## config.mk

```make
export PLATFORM = sky130hd
export DESIGN_NAME = mem_stage_ctrl
export DESIGN_NICKNAME = d
export VERILOG_FILES = /design/src/rtl/mem_stage_ctrl.sv
export SDC_FILE = /design/constraint.sdc
export NUM_CORES = 1
export LEC_CHECK = 0
export ABC_AREA = 1
export BUFFER_PORTS_ARGS = -buffer_cell sky130_fd_sc_hd__buf_2
export CORE_UTILIZATION = 48
export CTS_CLUSTER_DIAMETER = 50
export DETAILED_ROUTE_END_ITERATION = 10
export GPL_TIMING_DRIVEN = 0
export PLACE_DENSITY_LB_ADDON = 0.25
export SLEW_MARGIN = 20
export SYNTH_ARGS = -nofsm -noshare
export SYNTH_HDL_FRONTEND = slang
export SYNTH_SLANG_ARGS = --single-unit
```

## constraint.sdc

```tcl
create_clock -name clk -period 2.2 [get_ports clk]
set_input_delay 0.22 -clock clk [delete_from_list [all_inputs] [get_ports clk]]
set_output_delay 0.22 -clock clk [all_outputs]
set_load 0.03 [all_outputs]
```

## src/rtl/mem_stage_ctrl.sv

```systemverilog
// Memory stage of the 16-bit pipelined core: data-memory handshake, upstream stall,
// access watchdog and the MEM/WB pipeline register with its writeback mux.
module mem_stage_ctrl #(
    parameter int MAX_WAIT = 16
) (
    input  logic        clk,
    input  logic        rst,
    input  logic [15:0] aluOut,
    input  logic [15:0] reg2DataOut,
    input  logic [15:0] setVal,
    input  logic [15:0] nextPcOut,
    input  logic        memEnOut,
    input  logic        memWrtOut,
    input  logic        regWrtOut,
    input  logic [2:0]  regWrtSrcOut,
    input  logic [2:0]  writeRegOut,
    input  logic        haltOut,
    input  logic        err,
    output logic [15:0] dmAddr,
    output logic [15:0] dmWrData,
    output logic        dmRd,
    output logic        dmWr,
    input  logic [15:0] dmRdData,
    input  logic        dmDone,
    output logic        memStall,
    output logic [15:0] wbData,
    output logic        regWrtWb,
    output logic [2:0]  writeRegWb,
    output logic        haltWb,
    output logic        errWb
);

    typedef enum logic [1:0] {
        IDLE = 2'd0,
        WAIT = 2'd1,
        ERR  = 2'd2
    } state_t;

    localparam logic [7:0] MAX_CNT = 8'(MAX_WAIT);

    state_t     state;
    logic [7:0] waitCnt;

    logic        access;
    logic        misaligned;
    logic        illegalSrc;
    logic        timeout;
    logic [15:0] wbNext;

    assign misaligned = memEnOut & aluOut[0];
    assign access     = memEnOut & ~haltOut & ~aluOut[0] & ~err;
    assign illegalSrc = regWrtOut & regWrtSrcOut[2];
    assign timeout    = (state == WAIT) & ~dmDone & (waitCnt == MAX_CNT);

    assign dmAddr   = aluOut;
    assign dmWrData = reg2DataOut;

    // NOTE: requests and stall are gated by rst so they drop the instant reset asserts,
    // without waiting for the state register to be observed on the next clock.
    always_comb begin
        dmRd     = 1'b0;
        dmWr     = 1'b0;
        memStall = 1'b0;
        if (rst && state != ERR) begin
            dmRd = access & ~memWrtOut;
            dmWr = access & memWrtOut;
            if (state == IDLE) memStall = access & ~dmDone;
            else               memStall = ~dmDone;
        end
    end

    // NOTE: every variable assigned in always_comb gets a default first, so no latch is inferred.
    always_comb begin
        wbNext = 16'h0000;
        case (regWrtSrcOut)
            3'd0:    wbNext = aluOut;
            3'd1:    wbNext = dmRdData;
            3'd2:    wbNext = setVal;
            3'd3:    wbNext = nextPcOut;
            default: wbNext = 16'h0000;
        endcase
    end

    // NOTE: sequential state uses non-blocking assignments only.
    always_ff @(posedge clk or negedge rst) begin
        if (!rst) begin
            state      <= IDLE;
            waitCnt    <= 8'd0;
            wbData     <= 16'h0000;
            regWrtWb   <= 1'b0;
            writeRegWb <= 3'd0;
            haltWb     <= 1'b0;
            errWb      <= 1'b0;
        end else begin
            case (state)
                IDLE: begin
                    if (access && !dmDone) begin
                        state   <= WAIT;
                        waitCnt <= 8'd1;
                    end
                end
                WAIT: begin
                    if (dmDone) begin
                        state   <= IDLE;
                        waitCnt <= 8'd0;
                    end else if (waitCnt == MAX_CNT) begin
                        state <= ERR;
                    end else begin
                        waitCnt <= waitCnt + 8'd1;
                    end
                end
                default: state <= ERR;
            endcase

            // ERR freezes the pipeline in a halted, non-writing, flagged state until reset.
            if (state == ERR || timeout) begin
                regWrtWb <= 1'b0;
                haltWb   <= 1'b1;
                errWb    <= 1'b1;
            end else if (memStall) begin
                regWrtWb <= 1'b0;
                haltWb   <= 1'b0;
                errWb    <= 1'b0;
            end else begin
                wbData     <= wbNext;
                regWrtWb   <= regWrtOut;
                writeRegWb <= writeRegOut;
                haltWb     <= haltOut;
                errWb      <= err | misaligned | illegalSrc;
            end
        end
    end

endmodule

```

==> impl_metrics.env <==
export IMPL_status="completed"
export IMPL_fin_crit_ps=1870
export IMPL_async_reset_ff_share_pct=100
export IMPL_worstSetupPathType="reg -> out"
export IMPL_fin_total_pwr_mw=1.49
export IMPL_synth_edf_count=0
export IMPL_tns_ps=0
export IMPL_slew_violations=0
export IMPL_dr_first_iter_drc_count=217
export IMPL_die_h_um=75.0
export IMPL_die_area_sq_um=5630
export IMPL_route_met3_wl_um=557
export IMPL_ys_ff_latch=32
export IMPL_design_area_sq_um=3450
export IMPL_synth_cell_types=22
export IMPL_wl_met2_um=3460
export IMPL_cp_buffers_inverters=3
export IMPL_synth_top_area_share_pct=31.3
export IMPL_cts_tree="yes"
export IMPL_setup_viol=0
export IMPL_r2r_slack_ps=550
export IMPL_critPathMaxFanout=10
export IMPL_syn_nets=486
export IMPL_cp_start_kind="flop"
export IMPL_nNetsFinal=627
export IMPL_num_rows=26
export IMPL_pin_count=151
export IMPL_synthTopCellsByArea="dfrtp_1 31%, nand2_1 18%, nand3_1 11%"
export IMPL_grt_max_degree=34
export IMPL_crit_path_end_kind="output pin"
export IMPL_viasPerCell=4.88
export IMPL_clock_path_buffers=2
export IMPL_fmax_mhz=536
export IMPL_grt_pass1_vias=2635
export IMPL_cp_common_cell="buf_2"
export IMPL_postCtsSetupBuffers=0
export IMPL_max_slew_worst_pin_slew_ps=482
export IMPL_first_pass_iters=4
export IMPL_drive_gt1_share_pct=37.4
export IMPL_cp_slowest_stage_delay_ps=420
export IMPL_vdd_ir_drop_max_uv=513
export IMPL_fin_util_pct=67.6
export IMPL_period_share_pct=84.8
export IMPL_gr_total_overflow=0
export IMPL_hold_class="in -> reg"
export IMPL_cts_made_buffers=5
export IMPL_clk_latency_ps=280
export IMPL_top_layer_used="met4"
export IMPL_root_buffer="clkbuf_8"
export IMPL_finalHoldViolCount=0
export IMPL_wl_met1_um=3160
export IMPL_via_count=2938
export IMPL_syn_instance_count=390
export IMPL_slowest_stage="dfrtp_1"
export IMPL_rsz0062_at_grt="no"
export IMPL_dp_hpwl_um=5920
export IMPL_gp_congestion=0.888
export IMPL_slew_headroom_pct=67.9
export IMPL_final_instance_count_excl_fill=602
export IMPL_grt_pass1_wl_um=11600
export IMPL_clk_pin_slew_ps=70
export IMPL_route_detailed_drc=0
export IMPL_required_ps=1980
export IMPL_syn_avg_cell_area_sq_um=6.57
export IMPL_skew_ps=8.89
export IMPL_drv_cap=0
export IMPL_antenna_left=0
export IMPL_io_buffers=132
export IMPL_cp_arrival_ps=1650
export IMPL_clock_sinks=32
export IMPL_htreeDepth=2
export IMPL_core_area_sq_um=5110
export IMPL_area_delta_synth_final_pct=34.8
export IMPL_place_area_sq_um=3310
export IMPL_wl_per_cell_um=12.1
export IMPL_syn_cell_area_sq_um=2560
export IMPL_synth_top_area_cell="dfrtp_1"
export IMPL_start_util_pct=50.1
export IMPL_ys_warn_count=0
export IMPL_path_cells="nor2_1 -> nand2_1 -> nand3_2 -> buf_2 -> inv_1 -> buf_2"
export IMPL_synth_seq_area_share_pct=31.3
export IMPL_wl_um=7310
export IMPL_power_leakage_nw=2.08
export IMPL_p_per_area_nw_per_um2=432
export IMPL_synth_most_common_cell="nand2_1"
export IMPL_diodes=0
export IMPL_grt_antenna_before_repair=0
export IMPL_synth_common_cells="121 x nand2_1, 58 x nand3_1, 48 x inv_1"
export IMPL_ys_flop_type="dfrtp_1"
export IMPL_grt_use_total_pct=27.0
export IMPL_dp_cells=592
export IMPL_die_x_um=75.0
export IMPL_path_delay_family="simple AND/OR/NAND/NOR gates"
flip-flops by register name, summed over array words and instances, names as in the netlist:
name,flops
regWrtWb,1
waitCnt,8
haltWb,1
writeRegWb,3
wbData,16
errWb,1
state,2
final timing paths:
| kind | startpoint | endpoint | cells past startpoint |
|---|---|---|---|
| worst min register to register | wbData[14] | wbData[14] | 2 |
| min in group asynchronous | rst | waitCnt[6] | 3 |
| worst max-delay path | state[1] | memStall | 6 |
| worst min-delay path | haltOut | haltWb | 3 |
| worst max register to register | waitCnt[0] | wbData[4] | 10 |
| max in group asynchronous | rst | wbData[0] | 3 |
logic make-up after synthesis:
group	count (synthesis)	synth area share, %
compound gates	14	2.93
buf+inv	107	21.9
fa+ha+maj	2	0.977
simple gates	235	42.9
flops	32	31.3
per-stage QoR:
step / hold WS (ps) / setup slack [ps]
after global placement: 313 / 160
after CTS: 10.4 / 119
after floorplan: -75.6 / 767
after detailed placement: 320 / 115
after global routing: 175 / 167
final: 170 / 334
layer usage:
metal | GRT usage [%] | vias up
li1 | - | 1501
met1 | 35.4 | 1305
met2 | 44.2 | 118
met3 | 6.83 | 14
met4 | 7.55 | 0
met5 | 0 | -
cell usage in the layout (no fill, tap or decap):
| cell | instances |
|---|---|
| bufinv_16 | 1 |
| ha_1 | 2 |
| nor2_2 | 3 |
| clkbuf_4 | 1 |
| buf_4 | 33 |
| buf_6 | 3 |
| buf_2 | 141 |
| o21ai_1 | 3 |
| o21ai_0 | 6 |
| nand3_2 | 2 |
| o21bai_1 | 1 |
| dfrtp_1 | 32 |
| nand3_4 | 2 |
| a21oi_1 | 3 |
| nand2_2 | 2 |
| clkbuf_8 | 5 |
| nor2_1 | 10 |
| buf_12 | 1 |
| a21boi_1 | 1 |
| nand3_1 | 58 |
| dlygate4sd3_1 | 1 |
| inv_1 | 48 |
| nand2_1 | 121 |
| clkinvlp_4 | 1 |
| clkinv_2 | 1 |
| clkinv_1 | 1 |
| nand4_1 | 37 |
| inv_2 | 3 |
| clkbuf_1 | 9 |
where the power goes:
group	internal [mW]	switching (mW)	total (mW)
sequential	0.588	0	0.588
combinational	0.143	0.202	0.345
clock	0.335	0.223	0.558
tightest hold or removal path, delay by kind of cell:
family                 cells  cell delay [ps]
buffers and inverters      1              110
and+or+nand+nor            2               90
repair_timing:
| action | CTS | global route |
|---|---|---|
| hold buffers | 0 | 2 |
| hold endpoints to repair | 0 | 32 |
| endpoints found under the setup margin | 0 | 1 |
| gates resized for setup | 0 | 1 |
cell type report:
cell class | instances | area (sq um)
Inverter | 52 | 195
Multi-Input combinational cell | 251 | 1200
Clock buffer | 5 | 68.8
Tap cell | 70 | 87.6
Buffer | 55 | 365
Timing Repair Buffer | 134 | 693
Fill cell | 500 | 1650
Clock inverter | 3 | 42.5
Sequential cell | 32 | 801
Note: power is estimated with default switching activity, not from simulation.
